<file path="src/rtl/spi_master.sv">
// Byte-oriented SPI master (SCLK idles low, sample on rise): one command byte
// with DC low, then data_len bytes with DC high, MSB first; MISO captured per data byte.
module spi_master #(
    parameter int CLK_DIV = 3
) (
    input  logic       clk_i,
    input  logic       rst_n_i,
    input  logic       xfer_start_i,
    input  logic [7:0] cmd_i,
    input  logic [7:0] data_len_i,
    input  logic       tx_byte_vld_i,
    input  logic [7:0] tx_byte_data_i,
    output logic       tx_byte_rdy_o,
    output logic       rx_byte_vld_o,
    output logic [7:0] rx_byte_data_o,
    output logic       busy_o,
    output logic       done_o,
    output logic       spi_sclk_o,
    output logic       spi_mosi_o,
    output logic       spi_cs_n_o,
    output logic       spi_dc_o,
    input  logic       spi_miso_i
);

    localparam int DIV_W = $clog2(CLK_DIV + 1);
    localparam logic [DIV_W-1:0] DIV_LOAD = DIV_W'(CLK_DIV - 1);
    localparam logic [DIV_W-1:0] DIV_ONE  = DIV_W'(1);

    typedef enum logic [2:0] {
        S_IDLE, S_SETUP, S_CMD, S_GAP, S_DATA, S_HOLD
    } state_t;

    state_t           state;
    logic [DIV_W-1:0] div_cnt;
    logic [2:0]       bit_cnt;
    logic [7:0]       byte_cnt;
    logic [7:0]       tx_shift;
    logic [6:0]       rx_shift;
    logic             div_zero;
    logic             div_one;

    assign div_zero = (div_cnt == '0);
    assign div_one  = (div_cnt == DIV_ONE);

    // NOTE: every register here is written with <= so all branches see pre-edge values.
    always_ff @(posedge clk_i or negedge rst_n_i) begin
        if (!rst_n_i) begin
            state          <= S_IDLE;
            div_cnt        <= '0;
            bit_cnt        <= '0;
            byte_cnt       <= '0;
            tx_shift       <= '0;
            rx_shift       <= '0;
            tx_byte_rdy_o  <= 1'b0;
            rx_byte_vld_o  <= 1'b0;
            rx_byte_data_o <= '0;
            busy_o         <= 1'b0;
            done_o         <= 1'b0;
            spi_sclk_o     <= 1'b0;
            spi_mosi_o     <= 1'b0;
            spi_cs_n_o     <= 1'b1;
            spi_dc_o       <= 1'b0;
        end else begin
            done_o        <= 1'b0;
            rx_byte_vld_o <= 1'b0;
            case (state)
                S_IDLE: if (xfer_start_i) begin
                    state      <= S_SETUP;
                    busy_o     <= 1'b1;
                    spi_cs_n_o <= 1'b0;
                    spi_dc_o   <= 1'b0;
                    tx_shift   <= cmd_i;
                    byte_cnt   <= data_len_i;
                    div_cnt    <= DIV_LOAD;
                end
                S_SETUP: if (div_zero) begin
                    state      <= S_CMD;
                    spi_mosi_o <= tx_shift[7];
                    bit_cnt    <= 3'd7;
                    div_cnt    <= DIV_LOAD;
                end else begin
                    div_cnt <= div_cnt - DIV_ONE;
                end
                S_CMD: if (!div_zero) begin
                    div_cnt <= div_cnt - DIV_ONE;
                end else begin
                    div_cnt    <= DIV_LOAD;
                    spi_sclk_o <= ~spi_sclk_o;
                    if (spi_sclk_o) begin
                        if (bit_cnt == 3'd0) begin
                            spi_mosi_o <= 1'b0;
                            if (byte_cnt == 8'd0) begin
                                state <= S_HOLD;
                            end else begin
                                // The request cycle for the first byte is the last gap cycle.
                                spi_dc_o      <= 1'b1;
                                state         <= (CLK_DIV == 1) ? S_DATA : S_GAP;
                                tx_byte_rdy_o <= (CLK_DIV == 1);
                            end
                        end else begin
                            bit_cnt    <= bit_cnt - 3'd1;
                            tx_shift   <= {tx_shift[6:0], 1'b0};
                            spi_mosi_o <= tx_shift[6];
                        end
                    end
                end
                S_GAP: begin
                    div_cnt <= div_cnt - DIV_ONE;
                    if (div_one) begin
                        state         <= S_DATA;
                        tx_byte_rdy_o <= 1'b1;
                    end
                end
                S_DATA: begin
                    if (tx_byte_rdy_o && tx_byte_vld_i) begin
                        tx_byte_rdy_o <= 1'b0;
                        tx_shift      <= tx_byte_data_i;
                        spi_mosi_o    <= tx_byte_data_i[7];
                        spi_sclk_o    <= 1'b0;
                        bit_cnt       <= 3'd7;
                        byte_cnt      <= byte_cnt - 8'd1;
                        div_cnt       <= DIV_LOAD;
                    end else if (tx_byte_rdy_o && !spi_sclk_o) begin
                        // Stalled: SCLK low, MOSI/DC held until the byte arrives.
                    end else if (!div_zero) begin
                        div_cnt <= div_cnt - DIV_ONE;
                        if (div_one && spi_sclk_o && bit_cnt == 3'd0 && byte_cnt != 8'd0)
                            tx_byte_rdy_o <= 1'b1;
                    end else if (!spi_sclk_o) begin
                        spi_sclk_o <= 1'b1;
                        div_cnt    <= DIV_LOAD;
                        rx_shift   <= {rx_shift[5:0], spi_miso_i};
                        if (bit_cnt == 3'd0) begin
                            rx_byte_data_o <= {rx_shift, spi_miso_i};
                            rx_byte_vld_o  <= 1'b1;
                            if (CLK_DIV == 1 && byte_cnt != 8'd0)
                                tx_byte_rdy_o <= 1'b1;
                        end
                    end else begin
                        spi_sclk_o <= 1'b0;
                        div_cnt    <= DIV_LOAD;
                        if (bit_cnt != 3'd0) begin
                            bit_cnt    <= bit_cnt - 3'd1;
                            tx_shift   <= {tx_shift[6:0], 1'b0};
                            spi_mosi_o <= tx_shift[6];
                        end else if (byte_cnt == 8'd0) begin
                            state      <= S_HOLD;
                            spi_mosi_o <= 1'b0;
                        end
                    end
                end
                S_HOLD: if (done_o) begin
                    // One extra cycle so a start coinciding with done is not accepted.
                    state <= S_IDLE;
                end else if (div_zero) begin
                    spi_cs_n_o <= 1'b1;
                    spi_dc_o   <= 1'b0;
                    busy_o     <= 1'b0;
                    done_o     <= 1'b1;
                end else begin
                    div_cnt <= div_cnt - DIV_ONE;
                end
                default: state <= S_IDLE;
            endcase
        end
    end

endmodule
</file>
<file path="config.mk">
export PLATFORM = sky130hd
export DESIGN_NAME = spi_master
export DESIGN_NICKNAME = d
export VERILOG_FILES = /design/src/rtl/spi_master.sv
export SDC_FILE = /design/constraint.sdc
export NUM_CORES = 1
export LEC_CHECK = 0
export BUFFER_PORTS_ARGS = -buffer_cell sky130_fd_sc_hd__buf_2
export CAP_MARGIN = 15
export CORE_ASPECT_RATIO = 0.75
export CORE_UTILIZATION = 50
export DETAILED_ROUTE_END_ITERATION = 8
export GPL_TIMING_DRIVEN = 0
export PLACE_DENSITY = 0.84
export RECOVER_POWER = 25
export SYNTH_ARGS = -nofsm -noshare
export SYNTH_HDL_FRONTEND = slang
export SYNTH_SLANG_ARGS = --single-unit
</file>
<file path="constraint.sdc">
create_clock -name clk_i -period 2.3 [get_ports clk_i]
set_clock_uncertainty 0.1 [all_clocks]
set_input_delay 0.46 -clock clk_i [delete_from_list [all_inputs] [get_ports clk_i]]
set_output_delay 0.46 -clock clk_i [all_outputs]
set_load 0.01 [all_outputs]
</file>
== After elaboration in Yosys (flattened, before gate mapping) ==
Cells that the tools add are included.

* Add/sub/neg operators: 3
* Equality and inequality tests: 32
* Muxes and demuxes: 94
* Bitwise logic cells: 3
* Reduce and logical (&&, ||, !) cells: 33

{| class="wikitable"
|+ Operators by type and width
! operator !! count
|-
| 8-bit 2-to-1 mux || 11
|-
| 3-bit 2-to-1 mux || 23
|-
| 1-bit 2-to-1 mux || 43
|-
| 2-bit inequality test, second input constant || 19
|-
| 9-bit AND reduction || 3
|-
| 8-bit case mux with 3 select lines || 1
|-
| 3-bit inequality test, second input constant || 6
|-
| 3-bit case mux with 6 select lines || 1
|-
| 8-bit case mux with 2 select lines || 1
|-
| 8-bit AND reduction || 2
|-
| 3-bit nonzero test || 5
|-
| 13-bit AND reduction || 1
|-
| 2-bit 2-to-1 mux || 6
|-
| 2-bit case mux with 5 select lines || 1
|-
| 5-bit AND reduction || 2
|-
| 1-bit case mux with 3 select lines || 3
|-
| 3-bit case mux with 3 select lines || 1
|-
| 8-bit zero test || 1
|-
| 4-bit AND reduction || 2
|-
| 8-bit nonzero test || 1
|-
| 8-bit by 1-bit subtractor with 8-bit output, second input constant || 1
|-
| 3-bit by 2-bit == test with 1-bit output, second input constant || 2
|-
| 3-bit == test, second input constant || 2
|-
| 3-bit zero test || 2
|-
| 15 further kinds || 25
|}

* Flip-flop bits (word level): 47
* Output and inout bits: 16

== Depth between registers and ports, before layout ==
* Depth after elaboration: 9
* Depth in mapped cells: 9
* Depth with buffers taken out: 7

== Least setup slack after synthesis ==
Ideal clock, no wire load.

* Path type: register to register
* From: reg state[0]
* To: reg rx_byte_data_o[0]
* Arrival time: 2081 ps
* Required time: 2075 ps
* Slack: -6 ps
* Stages on the path, launching flop included: 9
* Path buffers: 4
* Period minus slack after synthesis: 2306 ps
* Path through: dfrtp_1 buf_6 or3b_1 clkbuf_1 or3_1 buf_2 or2_1 buf_6 mux2_4

* Cells in the longest elaborated chain, start to end: 2

{| class="wikitable"
|+ Ends and longest elaborated chain
! item !! line !! source
|-
| from (decl) || 33 || <nowiki>state_t state;</nowiki>
|-
| from (signal assigned) || 97 || <nowiki>state <= (CLK_DIV == 1) ? S_DATA : S_GAP;</nowiki>
|-
| 3-bit == test || 66 || <nowiki>case (state)</nowiki>
|-
| 6-bit AND reduction (no line) || - ||
|-
| to (signal assigned) || 134 || <nowiki>rx_byte_data_o <= {rx_shift, spi_miso_i};</nowiki>
|-
| to (decl) || 15 || <nowiki>output logic [7:0] rx_byte_data_o,</nowiki>
|}

No other way between the ends.
A chain may end at the register's enable or synchronous reset.

== Worst setup path in the final report ==
Ends and elaborated chain as after synthesis.

==> results <==
- The final reports fail on DRC.
- At the end of routability-driven placement, the weighted congestion stood at 0.925.
- The setup slack after layout is 59.0 ps.
- The initial core utilization is 0.520.
- The count of cell types in the netlist is 50.
- The fraction of synthesis flops using an asynchronous set or reset pin is 1.00.
- The internal power consumption is 1.90 mW.
- The clock period could shrink to 2240 ps.
- Before antenna repair, the detailed router went through 7 iterations.
- The insertion delay of the later-clocked pin in the worst-skew pair is 310 ps.
- The final net count is 344.
- The synthesized design spends more area on one cell type than any other, namely sky130_fd_sc_hd__dfrtp_1.
- The largest net degree at the start of global routing is 48.
- The post-synthesis sequential element count is 47.
- The total grt overflow is 0.
- The synthesized design contains 0 enable-type register cells.
- Of the cells placed in the final design, the portion with a size suffix greater than 1 is 0.291.
- The share of total power dissipated in the clock network is 0.161.
- Of the post-synthesis cell area, the dominant cell type holds 0.455.
- The post-route clock period utilization is 0.974.
- The share of power burned in combinational logic is 0.450.
- Clock tree synthesis inserted a total of 5 buffers.
- The HPWL after detailed placement is 3910 um.
- After routing, the total negative slack on setup checks comes to 0 ps.
- The routed design has 5470 um of wire.
- The die is 84.2 um wide.
- The detail-routed net length per standard cell is 14.8 um.
- For this design, the sink count on the clock tree is 47.
- The sort of element at the end of the critical path is a flip-flop.
- In this run, post-CTS hold repair placed 0 buffers.
- The number of global-route vias before repair was 2036.
- The worst-path maximum fanout is 9.
- After clock tree synthesis, the clock-pin slew on the worst setup and hold paths is 100 ps.
- The tool flagged a number of max-cap violations equal to 0.
- The synthesized instance count is 258.
- After detailed routing, the number of remaining DRC violations is 6.
- The number of violations reported at the end of detailed-routing iteration 0 is 216.
- Of the total power, registers draw 0.389.
- The setup slack after placement is -212 ps.
- The share of the Yosys chip area taken by registers is 0.465.
- The leading cell type in the layout, fill and taps excluded is sky130_fd_sc_hd__dfrtp_1.
- The worst hold-check path type is in2async.
- The standby leakage power is 1.42 nW.
- The initial antenna violation count is 0.
- The number of nets still failing antenna checks after routing is 0.
- The ratio of routed vias to standard cells is 5.81.
- The detailed-route via count is 2144.
- Traced cell by cell, the critical path runs through buf_6 -> or3b_4 -> or3_4 -> or2_4 -> buf_4 -> mux2_4.
- The number of I/O pins is 45.
- The slowest stage of the critical path belongs to the cell sky130_fd_sc_hd__or3b_4.
- The flow ran to the end, but the final reports show violations.
- The actual transition at the worst max-transition pin is 1130 ps.
- The predominant post-synthesis flop cell is sky130_fd_sc_hd__dfrtp_1.
- The average cell area after synthesis is 9.82 um2.
- The clock root buffer master is sky130_fd_sc_hd__clkbuf_8.
- The power dissipated by switching net loads is 1.35 mW.
- Of the total power, the share spent switching nets is 0.416.
- In the layout the commonest cells are sky130_fd_sc_hd__dfrtp_1, sky130_fd_sc_hd__buf_2, sky130_fd_sc_hd__nor2_1, sky130_fd_sc_hd__o21ai_0, sky130_fd_sc_hd__a21oi_1.
- In this run the vertical extent of the chip is 63.6 um.
- By area the synthesized netlist is led by sky130_fd_sc_hd__dfrtp_1, sky130_fd_sc_hd__mux2_4, sky130_fd_sc_hd__a21oi_1.
- The first global-routing pass estimated 9360 um of wire.
- In this run the power density over the cells is 1090 mW/mm2.
- The total area inside the core boundary comes to 0.00487 mm2.
- Across every metal layer, demand over resource in global routing totals 0.219.
- The deepest clock path buffer count is 2.
- The worst setup path is launched from a flip-flop.
- The longest individual stage delay on the worst path is 400 ps.
- The number of pins exceeding their max-slew limit in the final report is 0.
- The setup path with the least slack is of type reg2reg.
- The number of antenna diodes in the final layout is 0.
- The clock tree from TritonCTS is built.
- The number of nets in the synthesized netlist is 294.
- The synthesis warning total is 0.
- The setup-violating endpoint count in the final report is 0.
- Setup repair after global routing left no endpoint under its margin.
- The total number of H-tree levels is 2.
- The worst endpoint data arrival time is 2340 ps.
- The layout overhead on the synthesized area is 17.3%.
- The quantity of I/O buffers inserted on ports is 44.
- The number of endpoints with negative hold slack in the final report is 0.
- The maximum achievable frequency is 0.446 GHz.
- The required time at the endpoint of the critical path is 2400 ps.
- The floorplan has 22 rows.
- The worst pin sits at a relative slew slack of 0.246.
- Measured on the finished design, the core utilization comes to 0.610.
- The path depth of the worst reg2reg path is 6.
- The cell area after technology mapping is 0.00253 mm2.
- The area enclosed by the die boundary is 0.00536 mm2.
- IR analysis of the VDD net gives a maximum drop of 0.603 mV.
power groups by stage:
stage | combinational, mW | sequential [mW] | clock (mW)
after global routing | 1.64 | 1.30 | 0.572
after floorplan | 1.03 | 1.24 | 0
after global placement | 1.33 | 1.26 | 0
after detailed placement | 1.39 | 1.27 | 0
after CTS | 1.43 | 1.26 | 0.544
final | 1.46 | 1.26 | 0.524
routing by layer:
metal | vias up | GRT usage | part of all wire
li1 | 1042 | - | -
met1 | 1021 | 0.295 | 0.46
met2 | 75 | 0.360 | 0.48
met3 | 6 | 0.0498 | 0.056
met4 | 0 | 0.0539 | 0.0062
met5 | - | 0 | 0
logic make-up after synthesis:
group,after synthesis,share of synthesized area
adder cells (fa/ha/maj),7,0.0346
multiplexers,19,0.0959
buffers and inverters,28,0.0479
flip-flops,47,0.465
AND/OR/NAND/NOR,72,0.141
AO/OA/AOI/OAI,85,0.216
critical path, delay by kind of cell, from the launching register on:
kind	cells	cell delay, ps
buffers and inverters	2	300
DFF	1	390
muxes	1	290
and+or+nand+nor	3	1060
stage by stage:
step           hold slack [ps]  instance area, um2  power [mW]  std cells
6_report                   252                2970        3.25        369
5_1_grt                    294                2970        3.51        369
4_1_cts                    255                2960        3.23        370
3_5_place_dp               357                2840        2.65        362
3_3_place_gp               360                2840        2.59        362
2_1_floorplan             64.4                2540        2.27        258
layout make-up:
type,instances,area (um2)
Buffer,14,71.3
Clock buffer,5,68.8
Clock inverter,3,27.5
Fill cell,412,1900
Inverter,11,41.3
Multi-Input combinational cell,183,1270
Sequential cell,47,1180
Tap cell,60,75.1
Timing Repair Buffer,46,235
state kept, by name (all words and copies together), names as in the netlist:
register	cells
tx_byte_rdy_o	1
rx_byte_vld_o	1
spi_cs_n_o	1
done_o	1
spi_mosi_o	1
bit_cnt	3
state	3
busy_o	1
byte_cnt	8
spi_dc_o	1
tx_shift	8
spi_sclk_o	1
div_cnt	2
rx_shift	7
rx_byte_data_o	8
repair_timing:
action	in CTS	in global routing
resized for setup	7	10
setup buffers	1	0
cloned	1	0
pin swaps	2	1
setup endpoints to repair	16	20
final timing paths:
kind                                 start                 to  slack [ps]
worst max-delay path              state[0]  rx_byte_data_o[0]          60
worst min-delay path               rst_n_i  rx_byte_data_o[5]         250
worst max register to register    state[0]  rx_byte_data_o[0]          60
worst min register to register  spi_cs_n_o         spi_cs_n_o         370
max in group asynchronous          rst_n_i         bit_cnt[0]        1150
min in group clk_i              spi_miso_i  rx_byte_data_o[0]         300
synth_stat cells, types with 2 or more instances:
cell,instances
sky130_fd_sc_hd__mux2_2,10
sky130_fd_sc_hd__nand3_1,2
sky130_fd_sc_hd__nor2_1,24
sky130_fd_sc_hd__o31ai_1,3
sky130_fd_sc_hd__mux2_4,8
sky130_fd_sc_hd__o2bb2ai_1,2
sky130_fd_sc_hd__nor3_1,9
sky130_fd_sc_hd__nor3b_1,3
sky130_fd_sc_hd__nand2b_1,5
sky130_fd_sc_hd__buf_1,2
sky130_fd_sc_hd__a21oi_1,23
sky130_fd_sc_hd__a221oi_1,2
sky130_fd_sc_hd__o21a_1,2
sky130_fd_sc_hd__nor2b_1,2
sky130_fd_sc_hd__nand2_1,15
sky130_fd_sc_hd__a222oi_1,7
sky130_fd_sc_hd__nor4_1,2
sky130_fd_sc_hd__dfrtp_1,46
sky130_fd_sc_hd__a21o_1,2
sky130_fd_sc_hd__buf_6,2
sky130_fd_sc_hd__ha_1,7
sky130_fd_sc_hd__a211oi_1,2
sky130_fd_sc_hd__o21bai_1,2
sky130_fd_sc_hd__o21ai_0,23
sky130_fd_sc_hd__clkbuf_1,12
sky130_fd_sc_hd__a22oi_1,4
sky130_fd_sc_hd__a31oi_1,4
sky130_fd_sc_hd__inv_1,11
Power figures use the tool's default switching activity.
